File: src/rtl/jtag_pkg.sv
// Shared TAP definitions: state codes, fixed opcodes and DR selection kinds.
// Imported by the TAP controller FSM and the TAP top.
package jtag_pkg;

  typedef enum logic [3:0] {
    TLR      = 4'hF,
    RTI      = 4'hC,
    SEL_DR   = 4'h7,
    CAP_DR   = 4'h6,
    SH_DR    = 4'h2,
    EX1_DR   = 4'h1,
    PAUSE_DR = 4'h3,
    EX2_DR   = 4'h0,
    UPD_DR   = 4'h5,
    SEL_IR   = 4'h4,
    CAP_IR   = 4'hE,
    SH_IR    = 4'hA,
    EX1_IR   = 4'h9,
    PAUSE_IR = 4'hB,
    EX2_IR   = 4'h8,
    UPD_IR   = 4'hD
  } tap_state_t;

  typedef enum logic [1:0] {
    DR_BYPASS,
    DR_IDCODE,
    DR_USER
  } dr_sel_t;

  // Opcodes are stored 32 bits wide and truncated to the IR length at use.
  localparam logic [31:0] OPC_IDCODE   = 32'h0000_0007;
  localparam logic [31:0] OPC_BYPASS   = 32'hFFFF_FFFF;
  localparam int          IDCODE_WIDTH = 32;

  function automatic logic is_shift_state(input tap_state_t s);
    return (s == SH_DR) || (s == SH_IR);
  endfunction

endpackage

File: src/rtl/jtag_tap_fsm.sv
// IEEE 1149.1 TAP controller state machine; advances on every rising TCK,
// returns to Test-Logic-Reset on TRST or after five TMS=1 edges.
module jtag_tap_fsm
  import jtag_pkg::*;
(
  input  logic       TCK,
  input  logic       TRST,
  input  logic       TMS,
  output tap_state_t tap_state
);

  tap_state_t state_reg;

  always_ff @(posedge TCK or posedge TRST) begin
    if (TRST) begin
      state_reg <= TLR;
    end else begin
      case (state_reg)
        TLR:      state_reg <= TMS ? TLR    : RTI;
        RTI:      state_reg <= TMS ? SEL_DR : RTI;
        SEL_DR:   state_reg <= TMS ? SEL_IR : CAP_DR;
        CAP_DR:   state_reg <= TMS ? EX1_DR : SH_DR;
        SH_DR:    state_reg <= TMS ? EX1_DR : SH_DR;
        EX1_DR:   state_reg <= TMS ? UPD_DR : PAUSE_DR;
        PAUSE_DR: state_reg <= TMS ? EX2_DR : PAUSE_DR;
        EX2_DR:   state_reg <= TMS ? UPD_DR : SH_DR;
        UPD_DR:   state_reg <= TMS ? SEL_DR : RTI;
        SEL_IR:   state_reg <= TMS ? TLR    : CAP_IR;
        CAP_IR:   state_reg <= TMS ? EX1_IR : SH_IR;
        SH_IR:    state_reg <= TMS ? EX1_IR : SH_IR;
        EX1_IR:   state_reg <= TMS ? UPD_IR : PAUSE_IR;
        PAUSE_IR: state_reg <= TMS ? EX2_IR : PAUSE_IR;
        EX2_IR:   state_reg <= TMS ? UPD_IR : SH_IR;
        UPD_IR:   state_reg <= TMS ? SEL_DR : RTI;
        default:  state_reg <= TLR;
      endcase
    end
  end

  assign tap_state = state_reg;

endmodule

File: src/rtl/jtag_tap_param.sv
// Parameterised JTAG TAP: instruction register, IDCODE and BYPASS registers,
// and NUM_USER user data registers with capture/update ports and strobes.
module jtag_tap_param
  import jtag_pkg::*;
#(
  parameter int                  IR_WIDTH      = 4,
  parameter int                  NUM_USER      = 2,
  parameter int                  USER_DR_WIDTH = 16,
  parameter logic [IR_WIDTH-1:0] USER_BASE     = 4'h4,
  parameter logic [31:0]         IDCODE_VALUE  = 32'h1BEEF0A5
) (
  input  logic                              TCK,
  input  logic                              TRST,
  input  logic                              TMS,
  input  logic                              TDI,
  output logic                              TDO,
  output logic                              TDO_en,
  output logic [3:0]                        tap_state,
  output logic [IR_WIDTH-1:0]               ir_q,
  input  logic [NUM_USER*USER_DR_WIDTH-1:0] user_capture,
  output logic [NUM_USER*USER_DR_WIDTH-1:0] user_update,
  output logic [NUM_USER-1:0]               user_upd_strobe
);

  localparam int                  W          = USER_DR_WIDTH;
  localparam logic [IR_WIDTH-1:0] IR_IDCODE  = OPC_IDCODE[IR_WIDTH-1:0];
  localparam logic [IR_WIDTH-1:0] IR_BYPASS  = OPC_BYPASS[IR_WIDTH-1:0];
  localparam logic [IR_WIDTH-1:0] IR_CAPTURE = IR_WIDTH'(2'b01);

  tap_state_t state;

  jtag_tap_fsm u_fsm (
    .TCK       (TCK),
    .TRST      (TRST),
    .TMS       (TMS),
    .tap_state (state)
  );

  assign tap_state = state;

  // ---------------------------------------------------------------- IR
  logic [IR_WIDTH-1:0] ir_shift_reg;
  logic [IR_WIDTH-1:0] ir_reg;
  logic                enter_tlr;

  // The active instruction is IDCODE for the whole time spent in TLR, so it
  // is forced on the edge that enters TLR rather than the one after.
  assign enter_tlr = TMS && ((state == TLR) || (state == SEL_IR));

  always_ff @(posedge TCK or posedge TRST) begin
    if (TRST) begin
      ir_shift_reg <= '0;
      ir_reg       <= IR_IDCODE;
    end else begin
      case (state)
        CAP_IR:  ir_shift_reg <= IR_CAPTURE;
        SH_IR:   ir_shift_reg <= {TDI, ir_shift_reg[IR_WIDTH-1:1]};
        default: ;
      endcase
      if (state == UPD_IR) begin
        ir_reg <= ir_shift_reg;
      end else if (enter_tlr) begin
        ir_reg <= IR_IDCODE;
      end
    end
  end

  assign ir_q = ir_reg;

  // ------------------------------------------------------------ decode
  logic                is_idcode;
  logic                is_allones;
  logic [NUM_USER-1:0] user_hit;
  logic [NUM_USER-1:0] user_lsb;
  dr_sel_t             dr_sel;

  assign is_idcode  = (ir_reg == IR_IDCODE);
  assign is_allones = (ir_reg == IR_BYPASS);

  always_comb begin
    dr_sel = DR_BYPASS;
    if (is_idcode) begin
      dr_sel = DR_IDCODE;
    end else if (|user_hit) begin
      dr_sel = DR_USER;
    end
  end

  // ------------------------------------------------- IDCODE and BYPASS
  logic [IDCODE_WIDTH-1:0] idcode_sr_reg;
  logic                    bypass_reg;

  always_ff @(posedge TCK or posedge TRST) begin
    if (TRST) begin
      idcode_sr_reg <= '0;
      bypass_reg    <= 1'b0;
    end else begin
      case (state)
        CAP_DR: begin
          if (dr_sel == DR_IDCODE) begin
            idcode_sr_reg <= IDCODE_VALUE;
          end else if (dr_sel == DR_BYPASS) begin
            bypass_reg <= 1'b0;
          end
        end
        SH_DR: begin
          if (dr_sel == DR_IDCODE) begin
            idcode_sr_reg <= {TDI, idcode_sr_reg[IDCODE_WIDTH-1:1]};
          end else if (dr_sel == DR_BYPASS) begin
            bypass_reg <= TDI;
          end
        end
        default: ;
      endcase
    end
  end

  // ----------------------------------------------------- user channels
  generate
    for (genvar gi = 0; gi < NUM_USER; gi++) begin : g_user
      localparam logic [IR_WIDTH-1:0] OPC_USER = USER_BASE + IR_WIDTH'(gi);

      logic [W-1:0] sr_reg;
      logic [W-1:0] sr_shift;
      logic [W-1:0] upd_reg;
      logic         strobe_reg;

      // IDCODE and all-ones win over a user opcode that happens to alias them.
      assign user_hit[gi] = (ir_reg == OPC_USER) && !is_idcode && !is_allones;

      if (W > 1) begin : g_wide
        assign sr_shift = {TDI, sr_reg[W-1:1]};
      end else begin : g_narrow
        assign sr_shift = TDI;
      end

      always_ff @(posedge TCK or posedge TRST) begin
        if (TRST) begin
          sr_reg     <= '0;
          upd_reg    <= '0;
          strobe_reg <= 1'b0;
        end else begin
          strobe_reg <= 1'b0;
          if (user_hit[gi]) begin
            case (state)
              CAP_DR: sr_reg <= user_capture[gi*W +: W];
              SH_DR:  sr_reg <= sr_shift;
              UPD_DR: begin
                upd_reg    <= sr_reg;
                strobe_reg <= 1'b1;
              end
              default: ;
            endcase
          end
        end
      end

      assign user_lsb[gi]            = sr_reg[0];
      assign user_update[gi*W +: W]  = upd_reg;
      assign user_upd_strobe[gi]     = strobe_reg;
    end
  endgenerate

  // --------------------------------------------------------- TDO path
  assign TDO_en = is_shift_state(state);

  always_comb begin
    TDO = 1'b0;
    if (state == SH_IR) begin
      TDO = ir_shift_reg[0];
    end else if (state == SH_DR) begin
      case (dr_sel)
        DR_IDCODE: TDO = idcode_sr_reg[0];
        DR_USER:   TDO = |(user_lsb & user_hit);
        default:   TDO = bypass_reg;
      endcase
    end
  end

endmodule

File: config.mk
export PLATFORM = sky130hd
export DESIGN_NAME = jtag_tap_param
export DESIGN_NICKNAME = d
export VERILOG_FILES = /design/src/rtl/jtag_pkg.sv /design/src/rtl/jtag_tap_fsm.sv /design/src/rtl/jtag_tap_param.sv
export SDC_FILE = /design/constraint.sdc
export NUM_CORES = 1
export LEC_CHECK = 0
export BUFFER_PORTS_ARGS = -buffer_cell sky130_fd_sc_hd__buf_2
export CELL_PAD_IN_SITES_DETAIL_PLACEMENT = 1
export CELL_PAD_IN_SITES_GLOBAL_PLACEMENT = 2
export CORE_ASPECT_RATIO = 0.5
export CORE_MARGIN = 3
export CORE_UTILIZATION = 35
export DETAILED_ROUTE_END_ITERATION = 6
export GPL_ROUTABILITY_DRIVEN = 0
export PLACE_DENSITY_LB_ADDON = 0.1
export REMOVE_ABC_BUFFERS = 1
export SLEW_MARGIN = 25
export SYNTH_ARGS = -nofsm -noshare
export SYNTH_HDL_FRONTEND = slang
export SYNTH_SLANG_ARGS = --single-unit
File: constraint.sdc
create_clock -name TCK -period 2.8 [get_ports TCK]
set_input_delay 0.14 -clock TCK [delete_from_list [all_inputs] [get_ports TCK]]
set_output_delay 0.14 -clock TCK [all_outputs]
set_load 0.1 [all_outputs]
* Yosys cells after proc, flatten, opt, wreduce, memory -nomap -nowiden
Index checks and enable logic that the tools add are counted.
** Storage, ports and cells
- Bits in registers :: 111
- Latch bits :: 0
- Bits in writable memories :: 0
- Bits in read-only memories :: 0
- Input bits :: 36
- Output and inout port bits :: 44
- Word-level logic and storage cells :: 98
- Memories :: 0
** Cells by class
- Add/sub/neg operators :: 0
- Multipliers :: 0
- Divide/modulo/power cells :: 0
- $lt $le $gt $ge :: 0
- Equal/unequal tests :: 27
- Shift-type cells :: 0
- Muxes and demuxes :: 34
- Bitwise gates (word level) :: 1
- Reductions and logical operators :: 25
** Operator list (number)
- two-way mux 32 bit :: 2
- case mux 16 bit (2 select lines) :: 2
- case mux 32 bit (2 select lines) :: 1
- case mux 4 bit (12 select lines) :: 1
- == test 4 bit (second input constant) :: 9
- == test 4 x 3 -> 1 bit (second input constant) :: 7
- two-way mux 2 bit :: 8
- two-way mux 3 bit :: 4
- two-way mux 4 bit :: 3
- != test 2 bit (second input constant) :: 6
- two-way mux 1 bit :: 10
- == test 4 x 2 -> 1 bit (second input constant) :: 2
- case mux 4 bit (2 select lines) :: 1
- AND reduction 2 bit :: 4
- OR reduction 2 bit :: 4
- nonzero test 2 bit :: 3
- logical AND 1 bit :: 5
- AND reduction 5 bit :: 1
- == test 4 x 1 -> 1 bit (second input constant) :: 1
- logical NOT 4 bit :: 1
- case mux 1 bit (2 select lines) :: 2
- AND reduction 3 bit :: 1
- OR reduction 3 bit :: 1
- bitwise AND 2 bit :: 1
- 5 further kinds :: 7

* Longest topological paths before layout
Gate-level depths: netlist of run 1.
- Depth after elaboration :: 11
- Gate-level depth with buffers :: 6

* Cells and area by module
Synthesis of run 1 repeated with hierarchy kept, for this count alone.
** Second synthesis, totals
- Cells, all modules :: 440
- Area, all modules :: 4694.5 sq um
** By module, submodules not included
- jtag_tap_param :: instances 1, cells each 420, area each 4493.1 sq um, sequential area each 2681.3 sq um
- jtag_tap_fsm :: instances 1, cells each 20, area each 201.4 sq um, sequential area each 105.1 sq um

* Least setup slack after synthesis of run 1
No wires, ideal clock.
- Kind :: reg-to-output
- Start :: reg u_fsm.state_reg[1] (netlist: u_fsm.tap_state[1])
- End :: out TDO
- Arrival time :: 3920 ps
- Required time :: 2660 ps
- Setup slack :: -1260 ps
- Cell stages (with the launch flop) :: 5
- Path buffers :: 1
- Path through :: dfstp_2 > buf_2 > nor2b_1 > nand3_1 > a311oi_1
** Between the ends
- Word-level cells in the longest chain between the ends :: 3
** RTL lines
- start, declared :: RTL line jtag_tap_fsm.sv:12 : tap_state_t state_reg;
- start signal, assigned :: RTL line jtag_tap_fsm.sv:19 : TLR: state_reg <= TMS ? TLR : RTI;
- start signal, assigned :: RTL line jtag_tap_fsm.sv:20 : RTI: state_reg <= TMS ? SEL_DR : RTI;
- start signal, assigned :: RTL line jtag_tap_fsm.sv:21 : SEL_DR: state_reg <= TMS ? SEL_IR : CAP_DR;
- == test 4 x 2 -> 1 bit :: RTL line jtag_tap_param.sv:171 : end else if (state == SH_DR) begin
- two-way mux 1 bit :: RTL line jtag_tap_param.sv:171
- two-way mux 1 bit (*) :: RTL line jtag_tap_param.sv:169 : if (state == SH_IR) begin
- end, declared :: RTL line jtag_tap_param.sv:16 : output logic TDO,
Mark *: on every way between the ends. The rest lies on a longest branch, timed or not.

* Worst setup path in the final report of run 1
- Start :: reg u_fsm.state_reg[2] (netlist: u_fsm.tap_state[2])
- End :: out tap_state[2]
** RTL lines
- end, declared :: RTL line jtag_tap_param.sv:18 : output logic [3:0] tap_state,
No word-level cell between the ends.

==> qor.csv, run 1 <==
metric,value,unit
synth_cell_types,39,
via_per_inst,4.68,
fin_util,42.5,%
crit_required,2.66,ns
drc,0,
rows,30,
violations,negative hold slack,
pwr-share-seq,40.9,%
clk_latency,0.35,ns
dp.cells,639,
synth-edff-count,0,
swShare,40.9,%
rsz0062_at_grt,no,
ir_drop,360,uV
ctsHtreeMaxLevel,3,
postCtsResizedCells,0,
cts_buffers,9,
powerDensity,1030,nW/um^2
fin_crit,2.35,ns
synth_top_cell_area_share,51.6,%
finalCritPeriodShare,84.0,%
grt_pass1_vias,3305,
hold_viol,40,
p_comb_share,37.9,%
synthArstFlopShare,100,%
fp.dieW,176,um
die_area,16000,sq um
wl_per_cell,16.2,um
worst_slew_pin_slew,0.943,ns
cap_violations,0,
cts-root-buf,clkbuf_16,
initial_core_util,36.5,%
ys_seq_area_share,55.2,%
end_kind,output pin,
setup_violations,0,
final_layout_size_suffix_gt1_share,48.2,%
crit_type,register to output pin,
p_clk_share,21.2,%
syn_area,5050,sq um
p_int,3.59,mW
status,"finished, violations left",
clk_pin_slew,0.07,ns
cts_tree,done,
worstPathArrival,2.21,ns
max_slew_margin,37.1,%
synth_top_area_cell,dfrtp_1,
cts.sinks,111,
tns,0,ns
drt_pass1_iterations,4,
avgSynthCellArea,13.0,sq um
skew,0.00920,ns
placedInstanceArea,5580,sq um
area_growth,16.4,%
place.port_buffers,79,
cp-start-kind,register,
p_leak,3.12,nW
grt_max_degree,81,
synthCells,388,
num-nets-final,494,
diodes,0,
cts_setup_buffers,0,
ys_ff_latch,111,
final_common_cell,dfrtp_1,
hp-class,input port to asynchronous set/reset pin,
ant_nets,0,
wirelength,10600,um
r2r_cells,3,
finalWorstSetupSlack,0.449,ns
critical_path.max_fanout,80,
grt_pass1_wl,17700,um
layout.cells.most_common_list,"104 x dfrtp_1, 98 x mux2_2, 79 x buf_2, 32 x nor2_1, 25 x inv_1",
stdcell_area,5880,sq um
grt-ovfl-total,0,
yosys_warnings,0,
whs,-0.0512,ns
slew_violations,0,
grt_use_total,13.8,%
max_freq,425,MHz
synth.area.top_cells,"dfrtp_1 52%, mux2_2 22%, dfstp_2 3.6%",
num_vias,3068,
dp_hpwl,7000,um
power_switching,2.49,mW
initialDrtViolationCount,104,
pin_count,80,
antenna_found_initial,1,
die_height,90.9,um
clk_path_buf_depth,2,
p_total,6.08,mW
coreArea,13800,sq um
final_cells,655,
dp_slack,0.619,ns
synthFlopType,dfrtp_1,
cts_hold_buffers,0,
area by class of cell:
type / count / area (sq um)
Sequential cell: 111 / 2790
Clock buffer: 10 / 239
Inverter: 26 / 100
Fill cell: 1504 / 7940
Timing Repair Buffer: 83 / 438
Multi-Input combinational cell: 227 / 2010
Clock inverter: 6 / 58.8
Tap cell: 192 / 240
worst max-delay path, stage by stage (launching register included):
cell     delay [ns]
dfstp_2        0.53
buf_4          0.71
buf_2          0.57
power groups by stage:
stage,logic [mW],clock network [mW],registers (mW)
after global routing,2.51,1.42,2.57
after global placement,2.29,0,2.49
after detailed placement,2.33,0,2.52
after CTS,2.34,1.35,2.50
after floorplan,1.13,0,3.21
final,2.30,1.29,2.49
path summary, 6_finish.rpt:
kind                                              endpoint                     startpoint  slack, ns
min in group TCK              u_fsm.tap_state[3]$_DFF_PP1_                            TMS       0.12
max in group asynchronous  g_user[0].sr_reg[1]$_DFFE_PP0P_                           TRST       2.08
hold / removal              g_user[0].strobe_reg$_DFF_PP0_                           TRST      -0.05
setup / recovery                              tap_state[2]   u_fsm.tap_state[2]$_DFF_PP1_       0.45
hold reg to reg              idcode_sr_reg[31]$_DFFE_PP0P_  idcode_sr_reg[31]$_DFFE_PP0P_       0.51
setup reg to reg              idcode_sr_reg[1]$_DFFE_PP0P_   u_fsm.tap_state[1]$_DFF_PP1_       0.63
cells in the mapped netlist (5+ instances only):
master    instances
o22ai_1           5
inv_1            26
mux2_4           12
nor2b_1           9
o21ai_0           8
nor2_1           32
mux2i_1          18
mux2_2           98
a21oi_1           5
clkbuf_1          8
dfstp_2           7
dfrtp_1         104
nand2_1          14
buf_2             7
logic make-up (layout without fill, tap and decap cells):
family / after synthesis / count (layout) / synth area share (%)
buf+inv: 50 / 125 / 4.88
compound gates: 26 / 26 / 3.22
flops: 111 / 111 / 55.2
mux: 128 / 128 / 29.0
simple gates: 73 / 73 / 7.66
routing by layer:
| metal | vias to the layer above | GRT usage, % | part of all wire [%] |
|---|---|---|---|
| li1 | 1454 | - | - |
| met1 | 1557 | 18.4 | 48 |
| met2 | 45 | 21.9 | 47 |
| met3 | 10 | 4.62 | 4.2 |
| met4 | 2 | 2.96 | 0.79 |
| met5 | - | 0 | 0.066 |
Power figures use the tool's default switching activity.
==> run 2: changes to the inputs <==
--- a/config.mk
+++ b/config.mk
@@ -10,7 +10,7 @@
 export CELL_PAD_IN_SITES_GLOBAL_PLACEMENT = 2
 export CORE_ASPECT_RATIO = 0.5
 export CORE_MARGIN = 3
-export CORE_UTILIZATION = 35
+export CORE_UTILIZATION = 38
 export DETAILED_ROUTE_END_ITERATION = 6
 export GPL_ROUTABILITY_DRIVEN = 0
 export PLACE_DENSITY_LB_ADDON = 0.1
==> constraint.sdc (replaced) <==
create_clock -name TCK -period 2.3 [get_ports TCK]
set_input_delay 0.115 -clock TCK [delete_from_list [all_inputs] [get_ports TCK]]
set_output_delay 0.115 -clock TCK [all_outputs]
set_load 0.1 [all_outputs]
==> run 2 against run 1 <==
Net effect: the flow now finishes without violations; sequential share of layout area shrank 0.59 points; die area shrank 7.5%; sequential power increased by 20%; non-clock buffer count is 10 higher; critical path type unchanged; cell count is 2.0% lower; global-route usage increased by 1.7 points; critical path depth increased by 3; count of clock-buffer cells in the layout unchanged; register-to-register slack got worse by 0.34 ns; cell area increased by 1.3%; setup slack worse by 0.29 ns; combinational power increased by 30%; largest power group unchanged.
==> qor.csv, run 2 (same netlist as run 1, synthesis figures left out) <==
metric,value,unit
status,completed,
clk_pin_slew,0.07,ns
cp-start-kind,register,
cts-root-buf,clkbuf_16,
die_area,14800,sq um
initial_core_util,39.4,%
cp.depth,5,
worst_slew_pin_slew,0.651,ns
wirelength,10900,um
placedInstanceArea,5650,sq um
wl_per_cell,16.9,um
slew_violations,0,
hold_viol,0,
num_vias,3165,
clk_path_buf_depth,2,
final_layout_size_suffix_gt1_share,49.4,%
cap_violations,0,
max_freq,468,MHz
via_per_inst,4.93,
stdcell_area,5950,sq um
crit_required,2.18,ns
crit_chain,buf_4 -> nor2b_2 -> o21ai_0 -> a311oi_2 -> buf_12,
grt_use_total,15.5,%
initialDrtViolationCount,184,
ir_drop,563,uV
r2r_setup_slack,0.29,ns
p_leak,3.17,nW
fin_crit,2.14,ns
fill_cells,1366,
max_slew_margin,56.6,%
hold_depth,4,
grt_pass1_vias,3510,
powerDensity,1260,nW/um^2
whs,0.107,ns
ctsHtreeMaxLevel,3,
grt_pass1_wl,18000,um
drc,0,
tns,0,ns
layout.cells.most_common_list,"104 x dfrtp_1, 98 x mux2_2, 77 x buf_2, 32 x nor2_1, 25 x inv_1",
max_stage_delay,0.54,ns
clk_latency,0.35,ns
end_kind,output pin,
worstPathArrival,2.02,ns
num-nets-final,504,
critical_path_buf_inv_count,2,
dp_slack,0.278,ns
coreArea,12800,sq um
finalWorstSetupSlack,0.163,ns
slowest_stage,dfstp_2,
fin_util,46.4,%
cts.sinks,111,
drt_pass1_iterations,4,
cts_buffers,9,
grt-ovfl-total,0,
place.port_buffers,79,
area_growth,17.9,%
setup_violations,0,
final_common_cell,dfrtp_1,
grt_max_degree,52,
cp_top_family,flip-flops,
diodes,0,
rows,29,
pin_count,80,
skew,0.00852,ns
cts_tree,done,
fp.dieW,169,um
die_height,87.5,um
dp_hpwl,7380,um
finalCritPeriodShare,92.9,%
rsz0062_at_grt,no,
critical_path.max_fanout,11,
hp-class,input port to register,
ant_nets,0,
crit_type,register to output pin,
antenna_found_initial,0,
r2r_cells,3,
## run 2: changes by cell type in the layout (fill, tap and decap cells not counted), sizes merged
| cell | previous run | this run |
|---|---|---|
| buf | 83 | 92 |
| clkinv | 0 | 2 |
| inv | 31 | 27 |
| clkinvlp | 1 | 2 |
| dlygate4sd3 | 0 | 1 |
## run 2: worst reg2reg max path, stage by stage (launching register included)
cell and delay (ns):
dfstp_2 0.63, inv_1 0.06, or4_4 0.81, mux2_4 0.40
## run 2: worst paths after layout
kind	from	to
worst min-delay path	user_capture[15]	g_user[0].sr_reg[15]$_DFFE_PP0P_
worst max register to register	ir_q[1]$_DFFE_PP1P_	idcode_sr_reg[20]$_DFFE_PP0P_
max in group asynchronous	TRST	g_user[1].sr_reg[14]$_DFFE_PP0P_
worst min register to register	g_user[1].upd_reg[11]$_DFFE_PP0P_	g_user[1].upd_reg[11]$_DFFE_PP0P_
worst max-delay path	u_fsm.tap_state[1]$_DFF_PP1_	TDO
min in group asynchronous	TRST	g_user[0].strobe_reg$_DFF_PP0_
## run 2: repair_timing
item,4_1_cts,5_1_grt
gates resized for setup,1,1
setup endpoints to repair,1,1
pin swaps,0,0
hold endpoints to repair,49,0
hold buffers,1,0
setup buffers,0,0
## run 2: final cells by class
cell class	count	area, sq um	share of cell area [%]
multi-input cells	227	2020	34.0
well taps	170	213	3.58
flip-flops and latches	111	2790	46.8
clock buffers	10	239	4.02
repair buffers	93	546	9.17
clock inverters	5	43.8	0.736
inverters	26	100	1.68
## run 2: stage by stage
step / std cells / total power, mW
after floorplan: 364 / 5.29
after global placement: 626 / 5.89
after detailed placement: 626 / 6.04
after CTS: 642 / 7.60
after global routing: 642 / 7.96
final: 642 / 7.48
## run 2: power by group
part | internal, mW | switching [mW] | leakage (nW)
logic | 1.09 | 1.89 | 1.54
clock network | 0.771 | 0.734 | 0.133
registers | 2.57 | 0.420 | 1.50
## run 2: metal layers
metal | routed length [um] | vias to the layer above | track usage (%)
li1 | - | 1482 | -
met1 | 4900 | 1627 | 19.6
met2 | 5280 | 45 | 25.8
met3 | 581 | 11 | 5.26
met4 | 105 | 0 | 4.01
met5 | 0 | - | 0
==> run 3: changes to the inputs <==
--- a/config.mk
+++ b/config.mk
@@ -14,7 +14,6 @@
 export DETAILED_ROUTE_END_ITERATION = 6
 export GPL_ROUTABILITY_DRIVEN = 0
 export PLACE_DENSITY_LB_ADDON = 0.1
-export REMOVE_ABC_BUFFERS = 1
 export SLEW_MARGIN = 25
 export SYNTH_ARGS = -nofsm -noshare
 export SYNTH_HDL_FRONTEND = slang
==> run 3 against run 2 <==
Net effect: critical endpoint unchanged; sequential share of layout area up 0.22 points; worst hold slack worse by 0.029 ns; largest power group unchanged; core utilization is essentially flat; via count shrank 1.9%; cell area hardly changed; flip-flop and latch count is the same; die area unchanged; sequential power up 2%; wire length is 2.5% lower.
==> qor.csv, run 3 (same netlist as run 1, synthesis figures left out) <==
metric,value,unit
status,completed,
stdcell_area,5950,sq um
rows,29,
max_slew_margin,61.5,%
clk_latency,0.35,ns
grt-ovfl-total,0,
crit_chain,nor2b_1 -> o21ai_0 -> a311oi_2 -> buf_6,
cts_tree,done,
powerDensity,1270,nW/um^2
dp_slack,0.208,ns
hp-class,input port to register,
cp-start-kind,register,
final_common_cell,dfrtp_1,
via_per_inst,4.84,
grt_max_degree,67,
finalCritPeriodShare,94.3,%
drt_pass1_iterations,4,
setup_violations,0,
die_area,14800,sq um
num_vias,3104,
fp.dieW,169,um
worst_slew_pin_slew,0.577,ns
place.port_buffers,79,
clk_path_buf_depth,2,
cts-root-buf,clkbuf_16,
grt_pass1_vias,3395,
end_kind,output pin,
finalWorstSetupSlack,0.132,ns
num-nets-final,502,
coreArea,12800,sq um
r2r-end,idcode_sr_reg[20]$_DFFE_PP0P_,
antenna_found_initial,1,
cts.sinks,111,
diodes,0,
grt_pass1_wl,17600,um
fin_util,46.4,%
min-delay-start,TMS,
drc,0,
synth_nets,424,
fill_cells,1358,
placedInstanceArea,5620,sq um
final_layout_size_suffix_gt1_share,49.0,%
grt_use_total,15.1,%
dp_hpwl,7070,um
crit_type,register to output pin,
initial_core_util,39.4,%
timing.rr.start,u_fsm.tap_state[1]$_DFF_PP1_,
wl_per_cell,16.5,um
hold_end,u_fsm.tap_state[3]$_DFF_PP1_,
hold_depth,4,
ir_drop,584,uV
hold_viol,0,
r2r_cells,3,
whs,0.0779,ns
rsz0062_at_grt,no,
ctsHtreeMaxLevel,3,
ant_nets,0,
cap_violations,0,
p_leak,3.16,nW
p_total,7.53,mW
cts_buffers,9,
die_height,87.5,um
max_freq,461,MHz
crit_required,2.18,ns
layout.cells.most_common_list,"104 x dfrtp_1, 98 x mux2_2, 78 x buf_2, 31 x nor2_1, 25 x inv_1",
clk_pin_slew,0.07,ns
max_stage_delay,0.68,ns
initialDrtViolationCount,99,
slew_violations,0,
worstPathArrival,2.05,ns
wirelength,10600,um
area_growth,17.8,%
pin_count,80,
r2r_setup_slack,0.21,ns
skew,0.00941,ns
slowest_stage,dfstp_4,
fin_crit,2.17,ns
critical_path.max_fanout,12,
run 3: cell count changes in the layout (fill, tap and decap cells not counted), sizes merged:
cell      change
buf           -2
inv           +1
bufinv        +1
clkinvlp      -1
run 3: how the worst max path moves through the flow:
stage | end | slack [ns] | startpoint
after CTS | TDO | 0.08 | u_fsm.tap_state[1]$_DFF_PP1_
final | TDO | 0.13 | u_fsm.tap_state[1]$_DFF_PP1_
after detailed placement | idcode_sr_reg[4]$_DFFE_PP0P_ | 0.21 | u_fsm.tap_state[1]$_DFF_PP1_
after floorplan | TDO | -0.61 | ir_q[3]$_DFFE_PP0P_
after global routing | TDO | 0.03 | u_fsm.tap_state[1]$_DFF_PP1_
after global placement | idcode_sr_reg[16]$_DFFE_PP0P_ | 0.25 | u_fsm.tap_state[1]$_DFF_PP1_
run 3: area by class of cell:
type	count	area [sq um]	share of cell area [%]
clock inverters	6	76.3	1.28
multi-input cells	227	2020	34.0
repair buffers	91	507	8.52
inverters	26	101	1.70
clock buffers	10	229	3.85
flip-flops and latches	111	2800	47.1
well taps	170	213	3.58
run 3: report_power, final:
part	leakage [nW]	internal (mW)	switching, mW	total [mW]
combinational	1.52	1.04	1.83	2.86
sequential	1.50	2.59	0.452	3.04
clock	0.150	0.866	0.757	1.62
total	3.16	4.49	3.04	7.53
run 3: critical path: cells and delay by family (launching register included):
kind                   cells  cell delay [ns]
AO/OA/AOI/OAI              2             0.49
buffers and inverters      1             0.27
flip-flops                 1             0.68
AND/OR/NAND/NOR            1             0.26
run 3: routing by layer:
| layer | wire length [um] | GRT usage (%) | up-vias |
|---|---|---|---|
| li1 | - | - | 1477 |
| met1 | 4860 | 19.0 | 1568 |
| met2 | 5090 | 25.2 | 45 |
| met3 | 524 | 5.26 | 12 |
| met4 | 108 | 4.01 | 2 |
| met5 | 7 | 0 | - |
run 3: per-stage QoR:
step                      std cells  TNS [ns]
after floorplan                 388    -0.628
after global placement          624         0
after detailed placement        624         0
after CTS                       641         0
after global routing            641         0
final                           641         0
run 3: what timing repair did:
item	in CTS	in global routing
hold buffers	1	0
buffers inserted	0	0
gates resized for setup	1	1
endpoints found under the setup margin	1	1
hold endpoints to repair	68	0
pin swaps	0	0
